[config.mk]
export PLATFORM = sky130hd
export DESIGN_NAME = variable_flip_selector
export DESIGN_NICKNAME = d
export VERILOG_FILES = /design/src/rtl/variable_flip_selector.sv
export SDC_FILE = /design/constraint.sdc
export NUM_CORES = 1
export LEC_CHECK = 0
export ABC_AREA = 1
export CAP_MARGIN = 0
export CORE_MARGIN = 5
export CORE_UTILIZATION = 35
export CTS_CLUSTER_DIAMETER = 80
export DETAILED_ROUTE_END_ITERATION = 6
export GPL_TIMING_DRIVEN = 0
export PLACE_DENSITY_LB_ADDON = 0.15
export SKIP_CTS_REPAIR_TIMING = 1
export SYNTH_ARGS = -nofsm -noshare
export SYNTH_HDL_FRONTEND = slang
export SYNTH_SLANG_ARGS = --single-unit
[constraint.sdc]
create_clock -name clk -period 9.1 [get_ports clk]
set_clock_uncertainty 0.15 [all_clocks]
set_input_delay 2.73 -clock clk [delete_from_list [all_inputs] [get_ports clk]]
set_output_delay 2.73 -clock clk [all_outputs]
set_load 0.005 [all_outputs]
[src/rtl/variable_flip_selector.sv]
// WalkSAT flip-variable chooser: accumulates per-candidate break values over a
// streamed clause, then registers the index and masked broken bits of the variable to flip.
module variable_flip_selector #(
  parameter int          MAX_CLAUSES_PER_VARIABLE      = 20,
  parameter int          NSAT                          = 3,
  parameter int          MAX_CLAUSES_PER_VARIABLE_BITS = 5,
  parameter int          NSAT_BITS                     = 2,
  parameter logic [31:0] P                             = 32'h6E147AE0
) (
  input  logic                                clk,
  input  logic                                reset,
  input  logic [MAX_CLAUSES_PER_VARIABLE-1:0] clause_broken_i,
  input  logic [MAX_CLAUSES_PER_VARIABLE-1:0] mask_bits_i,
  input  logic [NSAT-1:0]                     break_values_valid_i,
  input  logic [31:0]                         random_i,
  input  logic [NSAT_BITS-1:0]                wren_i,
  output logic [NSAT_BITS-1:0]                selected_o,
  output logic [MAX_CLAUSES_PER_VARIABLE-1:0] clause_broken_bits_o
);

  localparam int MC  = MAX_CLAUSES_PER_VARIABLE;
  localparam int MCB = MAX_CLAUSES_PER_VARIABLE_BITS;

  function automatic logic [MCB-1:0] popcount(input logic [MC-1:0] v);
    logic [MCB-1:0] c;
    c = '0;
    for (int i = 0; i < MC; i++) c = c + MCB'(v[i]);
    return c;
  endfunction

  logic [MCB-1:0]       break_values_reg [0:NSAT-2];
  logic [MC-1:0]        break_bits_reg   [0:NSAT-2];
  logic [MCB*NSAT-1:0]  all_break_values;

  logic [MC-1:0]        masked_live;
  logic [MCB-1:0]       bv_live;
  logic                 any_zero;
  logic [NSAT_BITS-1:0] zero_idx;
  logic                 greedy_found;
  logic [MCB-1:0]       greedy_bv;
  logic [NSAT_BITS-1:0] greedy_idx;
  logic [NSAT_BITS-1:0] walk_idx;
  logic [NSAT_BITS-1:0] selected_d, selected_q;
  logic [MC-1:0]        bits_d, bits_q;

  assign masked_live = clause_broken_i & mask_bits_i;
  assign bv_live     = popcount(masked_live);
  assign walk_idx    = NSAT_BITS'(32'(random_i[5:0]) % 32'(NSAT));

  always_comb begin
    all_break_values = '0;
    for (int n = 0; n < NSAT - 1; n++) all_break_values[n*MCB +: MCB] = break_values_reg[n];
    all_break_values[(NSAT-1)*MCB +: MCB] = bv_live;
  end

  always_comb begin
    any_zero     = 1'b0;
    zero_idx     = '0;
    greedy_found = 1'b0;
    greedy_bv    = '0;
    greedy_idx   = '0;
    selected_d   = '0;
    bits_d       = masked_live;
    // Ascending scan so the highest zero-break index is the one left standing.
    for (int n = 0; n < NSAT; n++) begin
      if (break_values_valid_i[n] && all_break_values[n*MCB +: MCB] == '0) begin
        any_zero = 1'b1;
        zero_idx = NSAT_BITS'(n);
      end
    end
    // Visit candidates in tie-priority order 1..NSAT-1,0; strict < keeps the earliest.
    for (int i = 0; i < NSAT; i++) begin
      int n;
      n = (i == NSAT - 1) ? 0 : i + 1;
      if (break_values_valid_i[n] &&
          (!greedy_found || all_break_values[n*MCB +: MCB] < greedy_bv)) begin
        greedy_found = 1'b1;
        greedy_bv    = all_break_values[n*MCB +: MCB];
        greedy_idx   = NSAT_BITS'(n);
      end
    end
    if (break_values_valid_i == '0) selected_d = '0;
    else if (any_zero)              selected_d = zero_idx;
    else if (random_i < P)          selected_d = greedy_idx;
    else                            selected_d = walk_idx;
    for (int n = 0; n < NSAT - 1; n++) begin
      if (selected_d == NSAT_BITS'(n)) bits_d = break_bits_reg[n];
    end
  end

  always_ff @(posedge clk) begin
    if (reset) begin
      selected_q <= '0;
      bits_q     <= '0;
      for (int n = 0; n < NSAT - 1; n++) begin
        break_values_reg[n] <= '0;
        break_bits_reg[n]   <= '0;
      end
    end else begin
      for (int n = 0; n < NSAT - 1; n++) begin
        if (wren_i == NSAT_BITS'(n + 1)) begin
          break_values_reg[n] <= bv_live;
          break_bits_reg[n]   <= masked_live;
        end
      end
      if (wren_i == NSAT_BITS'(NSAT)) begin
        selected_q <= selected_d;
        bits_q     <= bits_d;
      end
    end
  end

  assign selected_o           = selected_q;
  assign clause_broken_bits_o = bits_q;

endmodule

==> run_results.csv <==
group,metric,value,unit
sta,setup_violations,20,
clocking,cts_sinks,72,
setup_path,slowest_delay,520,ps
setup_path,startpoint_type,"input pin",
final_layout,regArea,1940,sq um
run,maxCapViolCount,0,
placed_design,dp.cells,782,
final_layout,largest_register_ffs,40,
sta,hold_viol,0,
setup_path,crit_fanout,10,
pwr,swShare,38.8,%
sta,slew_headroom,22.0,%
pwr,p_int,1.03,mW
placed_design,gp_congestion,0.800,
drt,drc,0,
min_path,holdPathStages,2,
pwr,power.switching,654,uW
drt,vias,3913,
die,initial_core_util,35.3,%
placed_design,placed_area,5620,sq um
setup_path,endpoint_kind,"flip-flop",
global_routing,grt_pass1_wl,18100,um
global_routing,antenna_found_initial,0,
setup_path,crit_top_cell,"nand2_1",
min_path,hold_end,"selected_o[1]$_SDFFE_PP0N_",
logic_synthesis,syn-mean-instance-area,8.60,sq um
global_routing,gr-total-overflow,0,
sta,tightest_slew,1170,ps
final_layout,multiInputGateArea,2350,sq um
pwr,p_leak,2.86,nW
logic_synthesis,synth_nets,624,
drt,avgRoutedWirePerCell,14.5,um
logic_synthesis,synth_cell_types,42,
sta,drv_slew,0,
pwr,powerDensity,263,nW/um^2
setup_path,critPathKind,"input pin to flip-flop",
pwr,power.clock.fraction,19.6,%
final_layout,drive_gt1_share,21.0,%
sta,rsz0062_at_grt,"yes",
die,core,12500,sq um
die,die_height,122,um
final_layout,num-fill-cells,1208,
sta,fin_ws,-160,ps
pwr,peakVddDrop,123,uV
clocking,cts-root-buf,"clkbuf_16",
drt,drt-initial-drc-count,264,
die,pin_count,101,
sta,fin_crit_sh,102,%
logic_synthesis,ys_seq_area_share,44.0,%
logic_synthesis,synth_warnings,0,
min_path,hold_start,"selected_o[1]$_SDFFE_PP0N_",
global_routing,grt_max_degree,26,
setup_path,crit_required,9210,ps
final_layout,fin_area,6420,sq um
drt,drtPass1Iterations,5,
final_layout,nets,755,
placed_design,pre_cts_ws,-1190,ps
logic_synthesis,syn_inst,513,
placed_design,dp_hpwl,8760,um
pwr,seq_power_share,24.7,%
global_routing,first_global_vias,3702,
clocking,cts_max_level,3,
logic_synthesis,syn_area,4410,sq um
setup_path,regToRegStartpoint,"break_values_reg[0][8]$_DFFE_PP_",
final_layout,fin_util,51.3,%
setup_path,crit_slowest_cell,"fa_1",
clocking,clk_path_buf_depth,2,
setup_path,reg2reg_slack,5410,ps
logic_synthesis,ys_seq_elements,72,
die,rows,41,
outcome,violations,"negative setup slack",
drt,avgViaCountPerCell,4.77,
setup_path,regToRegEndpoint,"clause_broken_bits_o[8]$_SDFFE_PP0N_",
drt,wirelength,11900,um
final_layout,finalNonFillerCells,821,
sta,hold_ws,318,ps
placed_design,port_buffers,97,
die,die_w,122,um
setup_path,cp.arrival,9370,ps
outcome,status,"finished, violations left",
sta,period_needed,9260,ps
final_layout,area_growth,45.4,%
final_layout,antenna_cells,0,
global_routing,grt_usage,15.3,%
clocking,clock_latency,330,ps
clocking,cts_made_buffers,9,
setup_path,r2r_cells,28,
clocking,clkSlewWorstSetupHoldPaths,60,ps
min_path,hp-class,"flip-flop to flip-flop",
clocking,cts_tree,"built",
drt,antenna_left,0,
die,dieArea,15000,sq um
sta,fmax,0.108,GHz
pwr,p_comb_share,55.7,%
==> synth_stat cells, drive strengths merged <==
cell type  number  share of area [%]
nand2         135                 12
inv            70                6.0
edfxtp         50                 34
nor2           47                4.3
nand3          45                6.1
a21oi          31                4.1
dfxtp          22                 10
ha             18                5.1
o21ai          17                2.0
fa             14                6.3
a22oi          13                2.2
nand4          12                1.7
buf            11                1.9
clkbuf          5               0.43
nor3            4               0.45
a31oi           3               0.43
xor2            3               0.60
nand3b          2               0.34
nor4            2               0.28
a211o           1               0.20
a211oi          1               0.17
a21o            1               0.17
a41oi           1               0.20
clkinv          1              0.085
o211ai          1               0.17
o21a            1               0.17
o21bai          1               0.17
or4             1               0.17
==> worst max-delay path, delay by kind of cell <==
family          cells  cell delay [ps]
buf+inv             7              590
simple gates       14             1160
compound gates     10             1120
fa+ha+maj           9             3740
==> routing by layer <==
layer	vias to the layer above	share of wire [%]	global-route usage, %
met4	0	0.93	3.29
met2	80	50	26.2
met3	8	4.0	2.58
met1	1843	45	20.5
li1	1982	-	-
met5	-	0	0
==> power by group through the flow <==
stage          Sequential [mW]  Combinational [mW]  Clock [mW]
2_1_floorplan            0.420               0.475           0
3_3_place_gp             0.423               0.658           0
3_5_place_dp             0.424               0.675           0
4_1_cts                  0.417               0.681       0.335
5_1_grt                  0.422                1.04       0.352
6_report                 0.417               0.940       0.330
==> layout by cell type, fill, tap and decap left out, types with 3 or more instances in the layout <==
master           count
dfxtp_1             22
o21ai_0              9
nand2_4              7
edfxtp_1            50
buf_4               20
fa_1                13
buf_6                3
clkbuf_1             5
nand2_1            104
clkbuf_2             3
nor2_2               3
nor3_1               4
inv_6                3
ha_4                 3
a31oi_1              3
nor2_1              43
nand3_2              5
o21ai_2              4
nand3_4              3
a21oi_1             18
dlymetal6s2s_1      13
o21ai_1              3
nand3_1             37
nand4_1             12
ha_1                14
clkbuf_16           11
inv_2               11
buf_8                5
inv_1               56
a21oi_2             12
clkdlybuf4s50_1     79
nand2_2             23
a22oi_1             13
==> worst max-delay path by stage <==
stage / start / depth (start not counted) / endpoint
floorplan: clause_broken_i[11] / 40 / clause_broken_bits_o[0]$_SDFFE_PP0N_
global placement: clause_broken_i[13] / 41 / clause_broken_bits_o[3]$_SDFFE_PP0N_
detailed placement: clause_broken_i[0] / 41 / clause_broken_bits_o[8]$_SDFFE_PP0N_
CTS: clause_broken_i[0] / 41 / clause_broken_bits_o[8]$_SDFFE_PP0N_
global route: mask_bits_i[1] / 40 / clause_broken_bits_o[17]$_SDFFE_PP0N_
finish: mask_bits_i[1] / 40 / clause_broken_bits_o[8]$_SDFFE_PP0N_
==> layout make-up <==
class                           count  share of cell area [%]
Tap cell                          172                    3.35
Clock inverter                      7                   0.858
Clock buffer                        9                    3.51
Sequential cell                    72                    30.3
Buffer                             16                    2.16
Multi-Input combinational cell    354                    36.6
Timing Repair Buffer              120                    18.9
Inverter                           71                    4.35
==> per-stage QoR <==
stage               setup TNS, ps  power (mW)
floorplan                       0       0.895
global placement           -22210        1.08
detailed placement         -24210        1.10
CTS                        -17440        1.43
global route               -10720        1.82
finish                      -2640        1.69
==> logic make-up (layout without fill, tap and decap cells) <==
kind of cell / after synthesis / in the layout / synth area share, %
flip-flops: 72 / 72 / 44.0
AND/OR/NAND/NOR: 248 / 248 / 25.5
buffers and inverters: 87 / 223 / 8.45
XOR/XNOR: 3 / 3 / 0.595
adder cells (fa/ha/maj): 32 / 32 / 11.5
AO/OA/AOI/OAI: 71 / 71 / 10.0
(Power assumes the default switching activity.)
